==> src/rtl/sia_dispatch.sv <==
// sia_dispatch: hands one proof-of-work job at a time to a bank of siacore
// instances, splits the 32-bit nonce space evenly between them, waits for the
// first find or a timeout, aborts the bank, waits for it to go idle and then
// presents a single result.
//
// Handshakes (valid/ready): a transfer happens on a rising clk edge where both
// valid and ready are 1. The producer holds valid and payload stable until the
// transfer. in_valid/in_ready carry jobs in; out_valid/out_ready carry results
// out. in_ready is only high in IDLE, and out_valid is only high in REPORT.
module sia_dispatch #(
    parameter  int NCORES  = 4,
    parameter  int TIMEOUT = 1024,
    localparam int CW      = (NCORES > 1) ? $clog2(NCORES) : 1
) (
    input  logic                   clk,
    input  logic                   rst,
    // job offer
    input  logic                   in_valid,
    output logic                   in_ready,
    input  logic [639:0]           in_work,
    input  logic [63:0]            in_target,
    // per-core launch
    output logic [NCORES-1:0]      core_start,
    output logic                   core_abort,
    output logic [639:0]           core_work,
    output logic [63:0]            core_target,
    output logic [NCORES*32-1:0]   core_nonce_base,
    // per-core status
    input  logic [NCORES-1:0]      core_busy,
    input  logic [NCORES-1:0]      core_found,
    input  logic [NCORES*32-1:0]   core_nonce,
    // result
    output logic                   out_valid,
    input  logic                   out_ready,
    output logic [31:0]            out_nonce,
    output logic [CW-1:0]          out_core,
    output logic                   out_exhausted,
    // current FSM state, for debug and checkers
    output logic [2:0]             dbg_state
);

    localparam int TW = $clog2(TIMEOUT);

    // Width of each core's share of the nonce space.
    localparam logic [63:0] STEP = 64'h1_0000_0000 / 64'(NCORES);

    typedef enum logic [2:0] {
        IDLE   = 3'd0,
        LAUNCH = 3'd1,
        RUN    = 3'd2,
        DRAIN  = 3'd3,
        REPORT = 3'd4
    } state_t;

    state_t          state;
    logic [TW-1:0]   tcnt;

    logic            any_found;
    logic [CW-1:0]   win_idx;
    logic [31:0]     win_nonce;

    // Start of core i's nonce range, wrapped to 32 bits.
    function automatic logic [31:0] base_of(input int i);
        logic [63:0] prod;
        prod = STEP * 64'(i);
        return prod[31:0];
    endfunction

    // Lowest-index reporting core wins; scanning downward leaves the lowest last.
    always_comb begin
        any_found = |core_found;
        win_idx   = '0;
        win_nonce = '0;
        for (int i = NCORES - 1; i >= 0; i--) begin
            if (core_found[i]) begin
                win_idx   = CW'(i);
                win_nonce = core_nonce[i*32 +: 32];
            end
        end
    end

    // Ready/valid are plain state decodes; in_ready is also held low by rst.
    assign in_ready  = (state == IDLE) && !rst;
    assign out_valid = (state == REPORT);
    assign dbg_state = state;

    // Job sequencing FSM with registered launch, abort and result outputs.
    always_ff @(posedge clk or posedge rst) begin
        if (rst) begin
            state           <= IDLE;
            tcnt            <= '0;
            core_start      <= '0;
            core_abort      <= 1'b0;
            core_work       <= '0;
            core_target     <= '0;
            core_nonce_base <= '0;
            out_nonce       <= '0;
            out_core        <= '0;
            out_exhausted   <= 1'b0;
        end else begin
            // start and abort are single-cycle pulses
            core_start <= '0;
            core_abort <= 1'b0;
            case (state)
                IDLE: begin
                    if (in_valid && in_ready) begin
                        core_work   <= in_work;
                        core_target <= in_target;
                        // bases and start are valid together during LAUNCH
                        core_start  <= '1;
                        for (int i = 0; i < NCORES; i++) begin
                            core_nonce_base[i*32 +: 32] <= base_of(i);
                        end
                        state <= LAUNCH;
                    end
                end
                LAUNCH: begin
                    tcnt  <= '0;
                    state <= RUN;
                end
                RUN: begin
                    tcnt <= tcnt + TW'(1);
                    // a find on the timeout cycle still counts as a find
                    if (any_found) begin
                        out_nonce     <= win_nonce;
                        out_core      <= win_idx;
                        out_exhausted <= 1'b0;
                        core_abort    <= 1'b1;
                        state         <= DRAIN;
                    end else if (tcnt == TW'(TIMEOUT - 1)) begin
                        out_nonce     <= '0;
                        out_core      <= '0;
                        out_exhausted <= 1'b1;
                        core_abort    <= 1'b1;
                        state         <= DRAIN;
                    end
                end
                DRAIN: begin
                    // late finds are ignored; just wait for the bank to idle
                    if (core_busy == '0) begin
                        state <= REPORT;
                    end
                end
                REPORT: begin
                    if (out_ready) begin
                        state <= IDLE;
                    end
                end
                default: begin
                    state <= IDLE;
                end
            endcase
        end
    end

endmodule

==> config.mk <==
export PLATFORM = sky130hd
export DESIGN_NAME = sia_dispatch
export DESIGN_NICKNAME = d
export VERILOG_FILES = /design/src/rtl/sia_dispatch.sv
export SDC_FILE = /design/constraint.sdc
export NUM_CORES = 1
export LEC_CHECK = 0
export ABC_CLOCK_PERIOD_IN_PS = 69800
export BUFFER_PORTS_ARGS = -buffer_cell sky130_fd_sc_hd__buf_2
export CAP_MARGIN = 20
export CELL_PAD_IN_SITES_DETAIL_PLACEMENT = 0
export CELL_PAD_IN_SITES_GLOBAL_PLACEMENT = 1
export CORE_AREA = 5 5 672 674
export DETAILED_ROUTE_END_ITERATION = 12
export DIE_AREA = 0 0 677 679
export PLACE_DENSITY = 0.34
export SLEW_MARGIN = 10
export SYNTH_ARGS = -nofsm -noshare
export SYNTH_HDL_FRONTEND = slang
export SYNTH_SLANG_ARGS = --single-unit
export TNS_END_PERCENT = 30
==> constraint.sdc <==
create_clock -name clk -period 69.8 [get_ports clk]
set_input_delay 3.49 -clock clk [delete_from_list [all_inputs] [get_ports clk]]
set_output_delay 3.49 -clock clk [all_outputs]
set_load 0.02 [all_outputs]
After elaboration in Yosys (flattened, before gate mapping)
Cells that the tools add are included.
{"block": "word_totals", "inputBits": 844, "regBits": 758, "word_cells": 57, "output_inout_bits": 877}
{"block": "op_classes", "mux": 26, "n_reduce_logical": 11, "addsub": 1, "n_eq_ne": 9}
{"cell": "32-bit 2-to-1 mux", "n": 6}
{"cell": "10-bit one-hot mux with 2 select lines", "n": 1}
{"cell": "3-bit 2-to-1 mux", "n": 5}
{"cell": "3-bit one-hot mux with 5 select lines", "n": 1}
{"cell": "2-bit 2-to-1 mux", "n": 6}
{"cell": "10-bit by 1-bit adder with 10-bit output, second input constant", "n": 1}
{"cell": "10-bit == test, second input constant", "n": 1}
{"cell": "4-bit 2-to-1 mux", "n": 2}
{"cell": "3-bit by 2-bit == test with 1-bit output, second input constant", "n": 2}
{"cell": "1-bit 2-to-1 mux", "n": 5}
{"cell": "4-bit logical NOT", "n": 1}
{"cell": "2-bit by 1-bit inequality test with 1-bit output, second input constant", "n": 2}
{"cell": "2-bit AND reduction", "n": 2}
{"cell": "4-bit AND reduction", "n": 1}
{"cell": "2-bit nonzero test", "n": 2}
{"cell": "4-bit OR reduction", "n": 1}
{"cell": "3-bit by 1-bit == test with 1-bit output, second input constant", "n": 1}
{"cell": "3-bit == test, second input constant", "n": 1}
{"cell": "3-bit logical NOT", "n": 1}
{"cell": "3-bit inequality test, second input constant", "n": 1}
{"cell": "1-bit logical AND", "n": 2}
{"cell": "2-bit inequality test, second input constant", "n": 1}
{"cell": "1-bit logical NOT", "n": 1}

Longest topological paths before layout
Gate-level depths: netlist of run 1.
{"block": "depth", "depth_word": 5, "ltp_mapped": 9, "depth_no_buf": 5}

Worst setup path before layout of run 1
Ideal clock, no wire load.
{"block": "synth_path", "kind": "input port to output port", "from": "input rst", "to": "output in_ready", "t_required_ns": 66.310, "cell_stages": 1, "t_arrival_ns": 3.777, "path_slack_ns": 62.533, "path_buffers": 0, "cell_sequence": "nor4_4"}
{"block": "synth_between", "elab_chain_cells": 2}
{"element": "from (decl)", "line": "16", "source": "input logic rst,"}
{"element": "1-bit logical NOT (no source line)"}
{"element": "1-bit logical AND", "line": "83", "source": "assign in_ready = (state == IDLE) && !rst;"}
{"element": "to (decl)", "line": "19", "source": "output logic in_ready,"}
Every way passes these cells.

Worst setup path after layout of run 1
Same ends and word-level chain as after synthesis.

==> metrics.yaml, run 1 <==
cts_tree: "yes"
grt_pass1_wl_mm: 359
antenna_found_initial: 241
finalWeightedCongestion: 0.921
grt-ovfl-total: 0
critPathRequiredTime_ps: 66310
htreeDepth: 3
die_y_um: 679
final_nets: 5834
dpl-instance-area_mm2: 0.0447
netlist_instances: 3428
track_usage_pct: 11.8
fmax_mhz: 129
dr.pass1.iters: 5
worst_slack_ps: 62020
syn_avg_cell_area_um2: 8.90
drtIter0Drc: 1535
power_frac_comb_pct: 30.6
p_int_w: 0.00108
p_switching_w: 0.000729
yosysWarnings: 0
cp_data_arrival_time_ps: 4290
cts.reportedPaths.clkPinSlew_ps: 60
cts_hold_buffers: 0
switching_share_pct: 40.3
startpoint_type: "input port"
wirelength_mm: 283
row_count: 245
relSlewSlack_pct: 30.6
slowest_stage: "nor4_4"
seq_power_share_pct: 34.7
p_leak_nw: 25.8
ant_nets: 0
finalHoldViolCount: 0
power_density_mw_per_mm2: 37.1
dieArea_mm2: 0.460
cap_violations: 0
skew_ps: 39.9
end_kind: "primary output"
cts_setup_buffers: 0
portBuffers: 1596
ios: 1721
drv_slew: 0
async_flop_share_pct: 100
dp_hpwl_mm: 241
irDropWorstVdd_mv: 0.0184
drcViolationCount: 0
fp.dieW_um: 677
via_per_inst: 2.75
cts_sinks: 755
initial_core_util_pct: 6.87
fin_crit_sh_pct: 11.1
outcome: "finished clean"
synth-edff-count: 0
yosysSeqAreaShare_pct: 62.0
crit_path_frequent_cell: "buf_2"
grt_pass1_vias: 31786
p_clk_share_pct: 34.7
drive_gt1_share_pct: 36.0
grt_max_degree: 178
final_area_mm2: 0.0488
crit_type: "input port to primary output"
dpl_worst_slack_ps: 61330
min_period_ps: 7780
cts_root_buf: "clkbuf_16"
coreArea_mm2: 0.444
synthDistinctLibCells: 37
routedWlPerCell_um: 25.6
num_vias: 30400
cp_max_fo: 2
min_path_type: "flip-flop to flip-flop"
yosys_register_bits: 755
cts_resized: 0
netlist_area_mm2: 0.0305
final_util_pct: 11.0
critPathMaxStageDelay_ps: 340
setup_violations: 0
grt_setup_unrepaired: "no"
synth_ff_type: "dfrtp_1"
cts_made_buffers: 116
worstPathCellList: "buf_2 -> nor4_4 -> buf_2"
power_w: 0.00181
finalSetupTns_ps: 0
insertion_delay_ps: 850
area_delta_synth_final_pct: 60.1
tightestPinTransition_ps: 1030
clk_path_buf_depth: 4
-- registers in the layout, indices dropped and copies added, names as in the netlist --
signal,cells
core_work,640
core_target,64
out_nonce,32
tcnt,10
dbg_state,3
out_core,2
core_abort,1
core_nonce_base,1
core_start,1
out_exhausted,1
-- logic make-up (layout without fill, tap and decap cells) --
logic type	count (synthesis)	count (layout)	share of synthesized area (%)
xor+xnor	1	1	0.0287
simple gates	2213	2213	27.8
fa+ha+maj	1	1	0.0410
compound gates	129	129	3.23
flops	755	755	62.0
other cells	1	193	0.0123
buf+inv	327	1849	6.93
mux	1	1	0.0369
-- critical path: cells and delay by family --
family | cells | cell delay (ps)
buffers and inverters | 2 | 450
AND/OR/NAND/NOR | 1 | 340
-- power groups by stage --
stage | combinational, W | sequential, W | clock (W)
after floorplan | 0.000113 | 0.000759 | 0
after global placement | 0.000588 | 0.000635 | 0
after detailed placement | 0.000584 | 0.000635 | 0
after CTS | 0.000586 | 0.000630 | 0.000664
after global routing | 0.000597 | 0.000643 | 0.000673
final | 0.000553 | 0.000627 | 0.000628
-- placed cells by master (no fill, tap or decap), types with 2 or more instances in the layout --
cell / Yosys / routed
bufinv_16: 0 / 15
and2_1: 2 / 2
nand2b_1: 3 / 3
and4_1: 2 / 2
o21ai_0: 17 / 17
clkinvlp_4: 0 / 8
dfrtp_1: 755 / 755
clkbuf_1: 55 / 22
conb_1: 1 / 124
nor2_1: 8 / 8
clkbuf_16: 0 / 117
diode_2: 0 / 69
inv_1: 6 / 5
a31oi_1: 2 / 2
buf_2: 85 / 1596
nand3_1: 4 / 4
clkinv_8: 0 / 2
nand4_1: 2 / 2
inv_8: 0 / 2
a21oi_1: 8 / 8
a221oi_1: 31 / 31
nor2b_1: 32 / 31
a22o_1: 34 / 34
nand2_1: 2150 / 2149
clkinv_2: 0 / 13
buf_12: 0 / 2
nor4_1: 3 / 3
and3_1: 2 / 2
buf_4: 151 / 41
a41oi_1: 2 / 2
clkbuf_8: 0 / 24
o31ai_1: 32 / 32
-- cell type report --
cell class              count  area, um^2
flip-flops and latches    755       18900
well taps                5928        7420
inverters                   7        41.3
clock buffers             163        3340
repair buffers           1640        8360
clock inverters            39         617
diodes                     69         173
multi-input cells        2469        9970
fillers                 51630      395000
-- through the flow --
| step | cells | hold WS, ps |
|---|---|---|
| final | 11070 | 468 |
| after global routing | 11007 | 482 |
| after CTS | 11000 | 472 |
| after detailed placement | 10798 | 457 |
| after global placement | 10798 | 455 |
| after floorplan | 3551 | 444 |
-- metal layers --
layer	GRT usage (%)	wire [um]	vias to the layer above	part of all wire, %
met5	0	885	-	0.31
met3	4.56	20200	460	7.1
li1	-	-	13548	-
met1	13.4	114000	14983	40
met4	2.42	7100	136	2.5
met2	21.0	141000	1273	50
-- final timing paths --
check                      slack [ps]                          end                      start  cells after the start
setup / recovery                62020                     in_ready                        rst                      3
hold / removal                    470    core_work[81]$_DFFE_PP0P_  core_work[81]$_DFFE_PP0P_                      2
setup reg to reg                65610    core_work[15]$_DFFE_PP0P_   dbg_state[1]$_DFFE_PP0P_                      8
hold reg to reg                   470    core_work[81]$_DFFE_PP0P_  core_work[81]$_DFFE_PP0P_                      2
max in group asynchronous       62470  core_target[31]$_DFFE_PP0P_                        rst                      7
min in group asynchronous        2870    out_nonce[13]$_DFFE_PP0P_                        rst                      2
-- synth_stat cells, types with 2 or more instances --
master	count	share of area (%)
a21oi_1	8	0.13
a221oi_1	31	0.89
a22o_1	34	0.98
a31oi_1	2	0.041
a41oi_1	2	0.057
and2_1	2	0.041
and3_1	2	0.041
and4_1	2	0.057
buf_2	85	1.4
buf_4	151	3.7
buf_6	28	1.0
clkbuf_1	55	0.68
dfrtp_1	755	62
inv_1	6	0.074
nand2_1	2150	26
nand2b_1	3	0.062
nand3_1	4	0.066
nand4_1	2	0.041
nor2_1	8	0.098
nor2b_1	32	0.66
nor4_1	3	0.062
o21ai_0	17	0.28
o31ai_1	32	0.79
(Power assumes the default switching activity.)
==> inputs of run 2 (changes only) <==
Settings changed: ABC_AREA set to 1, ABC_CLOCK_PERIOD_IN_PS 69800 to 7200, CORE_AREA 5 5 672 674 to 5 5 665 667, DIE_AREA 0 0 677 679 to 0 0 670 672.
Clock period 69.8 ns to 7.2 ns, I/O delays scaled along.
==> run 2 against run 1 <==
  * Flip-flop and latch count did not move
  * Non-clock buffer count increased by 773
  * Sequential power rose to 12 times the previous value
  * Hold slack got worse by 380 ps
  * Critical path depth increased by 6
  * Cell area up 17%
  * Combinational power increased to 19 times the previous value
  * Critical path type is now flip-flop to flip-flop
  * Register-to-register slack lost 61000 ps
  * Via count is 13% higher
==> metrics.yaml, run 2 <==
coreArea_mm2: 0.436
antenna_found_initial: 321
grt_setup_unrepaired: "no"
yosys.area_share.xor_xnor_pct: 0
finalHoldViolCount: 0
r2r_slack_ps: 4130
grt-ovfl-total: 0
dieArea_mm2: 0.450
dr.pass1.iters: 5
min_period_ps: 3070
relSlewSlack_pct: 11.6
synth-compound-area-share_pct: 1.38
yosysSeqAreaShare_pct: 61.6
grt_pass1_vias: 36177
drcViolationCount: 0
irDropWorstVdd_mv: 0.235
insertion_delay_ps: 890
setup_violations: 0
syn_avg_cell_area_um2: 8.47
rr_endpoint: "core_work[494]$_DFFE_PP0P_"
top_register: "core_work"
cts_root_buf: "clkbuf_16"
path_buf_inv: 3
end_kind: "flip-flop"
p_leak_nw: 28.9
final_cell_mix: "nand2_1, buf_2, dlygate4sd3_1"
tightestPinTransition_ps: 1330
cp_data_arrival_time_ps: 3840
largest_register_ffs: 640
crit_family: "buffers and inverters"
dp_hpwl_mm: 253
htreeDepth: 3
final_nets: 6804
fp.dieW_um: 670
worstPathCellList: "nor2_2 -> nand2_1 -> nor2_2 -> nand2_4 -> inv_8 -> buf_12 -> buf_4 -> nand2_1 -> nand2_1"
ios: 1721
synth_ff_type: "dfrtp_1"
synthTopCellsByCount: "nand2_1, dfrtp_1, buf_4, buf_2, nor2_1"
async_flop_share_pct: 100
reg2regPathDepth: 9
synth_fa_ha_area_share_pct: 0.0408
area_delta_synth_final_pct: 85.7
cts_made_buffers: 118
largest_registers: "core_work x640, core_target x64, out_nonce x32"
die_y_um: 672
cts_tree: "yes"
crit_path_frequent_cell: "nand2_1"
synth_top_family_by_area: "simple AND/OR/NAND/NOR gates"
power_w: 0.0241
drtIter0Drc: 2084
min-delay-start: "core_nonce[59]"
fmax_mhz: 325
yosysTopAreaCell: "dfrtp_1"
initial_core_util_pct: 7.03
min_path_type: "input port to flip-flop"
yosys_register_bits: 755
netlist_instances: 3618
fin_crit_sh_pct: 42.7
synth-edff-count: 0
cp_max_fo: 97
synth_top_area_share_pct: 61.6
crit_type: "flip-flop to flip-flop"
critPathMaxStageDelay_ps: 560
synthTopCellsByArea: "dfrtp_1, nand2_1, buf_4"
clk_path_buf_depth: 4
num_vias: 34323
r2r-start: "dbg_state[0]$_DFFE_PP0P_"
via_per_inst: 2.88
cts_sinks: 755
row_count: 243
holdPathStages: 5
synthDistinctLibCells: 26
drive_gt1_share_pct: 30.3
slowest_stage: "buf_4"
holdPathEnd: "out_nonce[27]$_DFFE_PP0P_"
skew_ps: 78.9
grt_max_degree: 186
cts.reportedPaths.clkPinSlew_ps: 60
startpoint_type: "flip-flop"
routedWlPerCell_um: 25.1
outcome: "finished clean"
final_common_cell: "nand2_1"
yosys-mux-area-fraction_pct: 0
synthSimpleGateAreaFrac_pct: 30.0
critPathRequiredTime_ps: 7960
cap_violations: 0
power_density_mw_per_mm2: 424
yosysWarnings: 0
track_usage_pct: 12.8
portBuffers: 1596
yosysMostFrequentCell: "nand2_1"
grt_pass1_wl_mm: 386
netlist_area_mm2: 0.0307
finalWeightedCongestion: 0.930
finalSetupTns_ps: 0
ant_nets: 0
drv_slew: 0
wirelength_mm: 300
==> run 2: cell types whose count changed after synthesis, sizes merged, moves of 3 or more <==
cell | previous run | this run
o31ai | 32 | 1
a21oi | 8 | 35
buf | 264 | 297
o21ai | 17 | 43
a221oi | 31 | 0
nand2 | 2150 | 2345
nand2b | 3 | 0
nor2b | 32 | 0
inv | 7 | 19
clkbuf | 56 | 18
nor4 | 4 | 0
a22o | 34 | 1
nand3 | 4 | 13
nor2 | 9 | 81
==> run 2: repair_timing <==
| action | CTS | global route |
|---|---|---|
| hold buffers | 783 | 0 |
| gates resized for setup | 0 | 0 |
| hold endpoints to repair | 812 | 0 |
| setup buffers | 0 | 0 |
==> run 2: worst max-delay path by stage <==
| stage | from | to | slack, ps | cells past startpoint |
|---|---|---|---|---|
| 2_1_floorplan | rst | dbg_state[1]$_DFFE_PP0P_ | -5060 | 5 |
| 3_3_place_gp | dbg_state[0]$_DFFE_PP0P_ | core_work[494]$_DFFE_PP0P_ | 3960 | 9 |
| 3_5_place_dp | dbg_state[0]$_DFFE_PP0P_ | core_work[494]$_DFFE_PP0P_ | 3910 | 9 |
| 4_1_cts | dbg_state[0]$_DFFE_PP0P_ | core_work[494]$_DFFE_PP0P_ | 3900 | 9 |
| 5_1_grt | dbg_state[0]$_DFFE_PP0P_ | core_target[63]$_DFFE_PP0P_ | 3770 | 9 |
| 6_report | dbg_state[0]$_DFFE_PP0P_ | core_work[494]$_DFFE_PP0P_ | 4130 | 9 |
==> run 2: where the power goes <==
| group | internal [W] | total, W | switching [W] | leakage (nW) |
|---|---|---|---|---|
| combinational | 0.00289 | 0.0105 | 0.00756 | 17.4 |
| clock | 0.00380 | 0.00626 | 0.00245 | 2.00 |
| sequential | 0.00619 | 0.00743 | 0.00124 | 9.45 |
| total | 0.0129 | 0.0241 | 0.0113 | 28.9 |
==> run 2: layout make-up <==
cell class | count | area [um^2]
Multi-Input combinational cell | 2651 | 10100
Clock buffer | 162 | 3390
Clock inverter | 46 | 704
Fill cell | 50522 | 379000
Sequential cell | 755 | 18900
Timing Repair Buffer | 2413 | 16200
Inverter | 20 | 86.3
Tap cell | 5757 | 7200
Antenna cell | 127 | 318
==> run 2: logic make-up (layout without fill, tap and decap cells) <==
group | Yosys count | after routing
other cells | 1 | 251
simple gates | 2444 | 2444
fa+ha+maj | 1 | 1
flops | 755 | 755
compound gates | 82 | 82
buf+inv | 335 | 2641
==> run 2: per-stage QoR <==
| step | cells | area (um^2) | hold WS, ps | util [%] | worst slack, ps |
|---|---|---|---|---|---|
| 6_report | 11931 | 56900 | 83.9 | 13.1 | 4130 |
| 2_1_floorplan | 3741 | 31100 | 470 | - | -5060 |
| 5_1_grt | 11877 | 56800 | 28.0 | 13.0 | 3770 |
| 3_5_place_dp | 10812 | 44700 | 406 | 10.2 | 3910 |
| 3_3_place_gp | 10812 | 44700 | 407 | 10.2 | 3960 |
| 4_1_cts | 11803 | 56600 | 8.33 | 13.0 | 3900 |
==> run 2: worst reg2reg max path: stages (launching register included) <==
cell	delay [ps]
dfrtp_1	420
nor2_2	170
nand2_1	100
nor2_2	220
nand2_4	200
inv_8	480
buf_12	580
buf_4	630
nand2_1	150
nand2_1	80
==> run 2: metal layers <==
layer	vias to the layer above	part of all wire (%)	wire length (um)	global-route usage [%]
li1	15572	-	-	-
met1	16594	40	120000	15.0
met2	1517	48	144000	22.0
met3	500	8.6	25900	4.96
met4	140	2.9	8690	3.00
met5	-	0.29	856	0
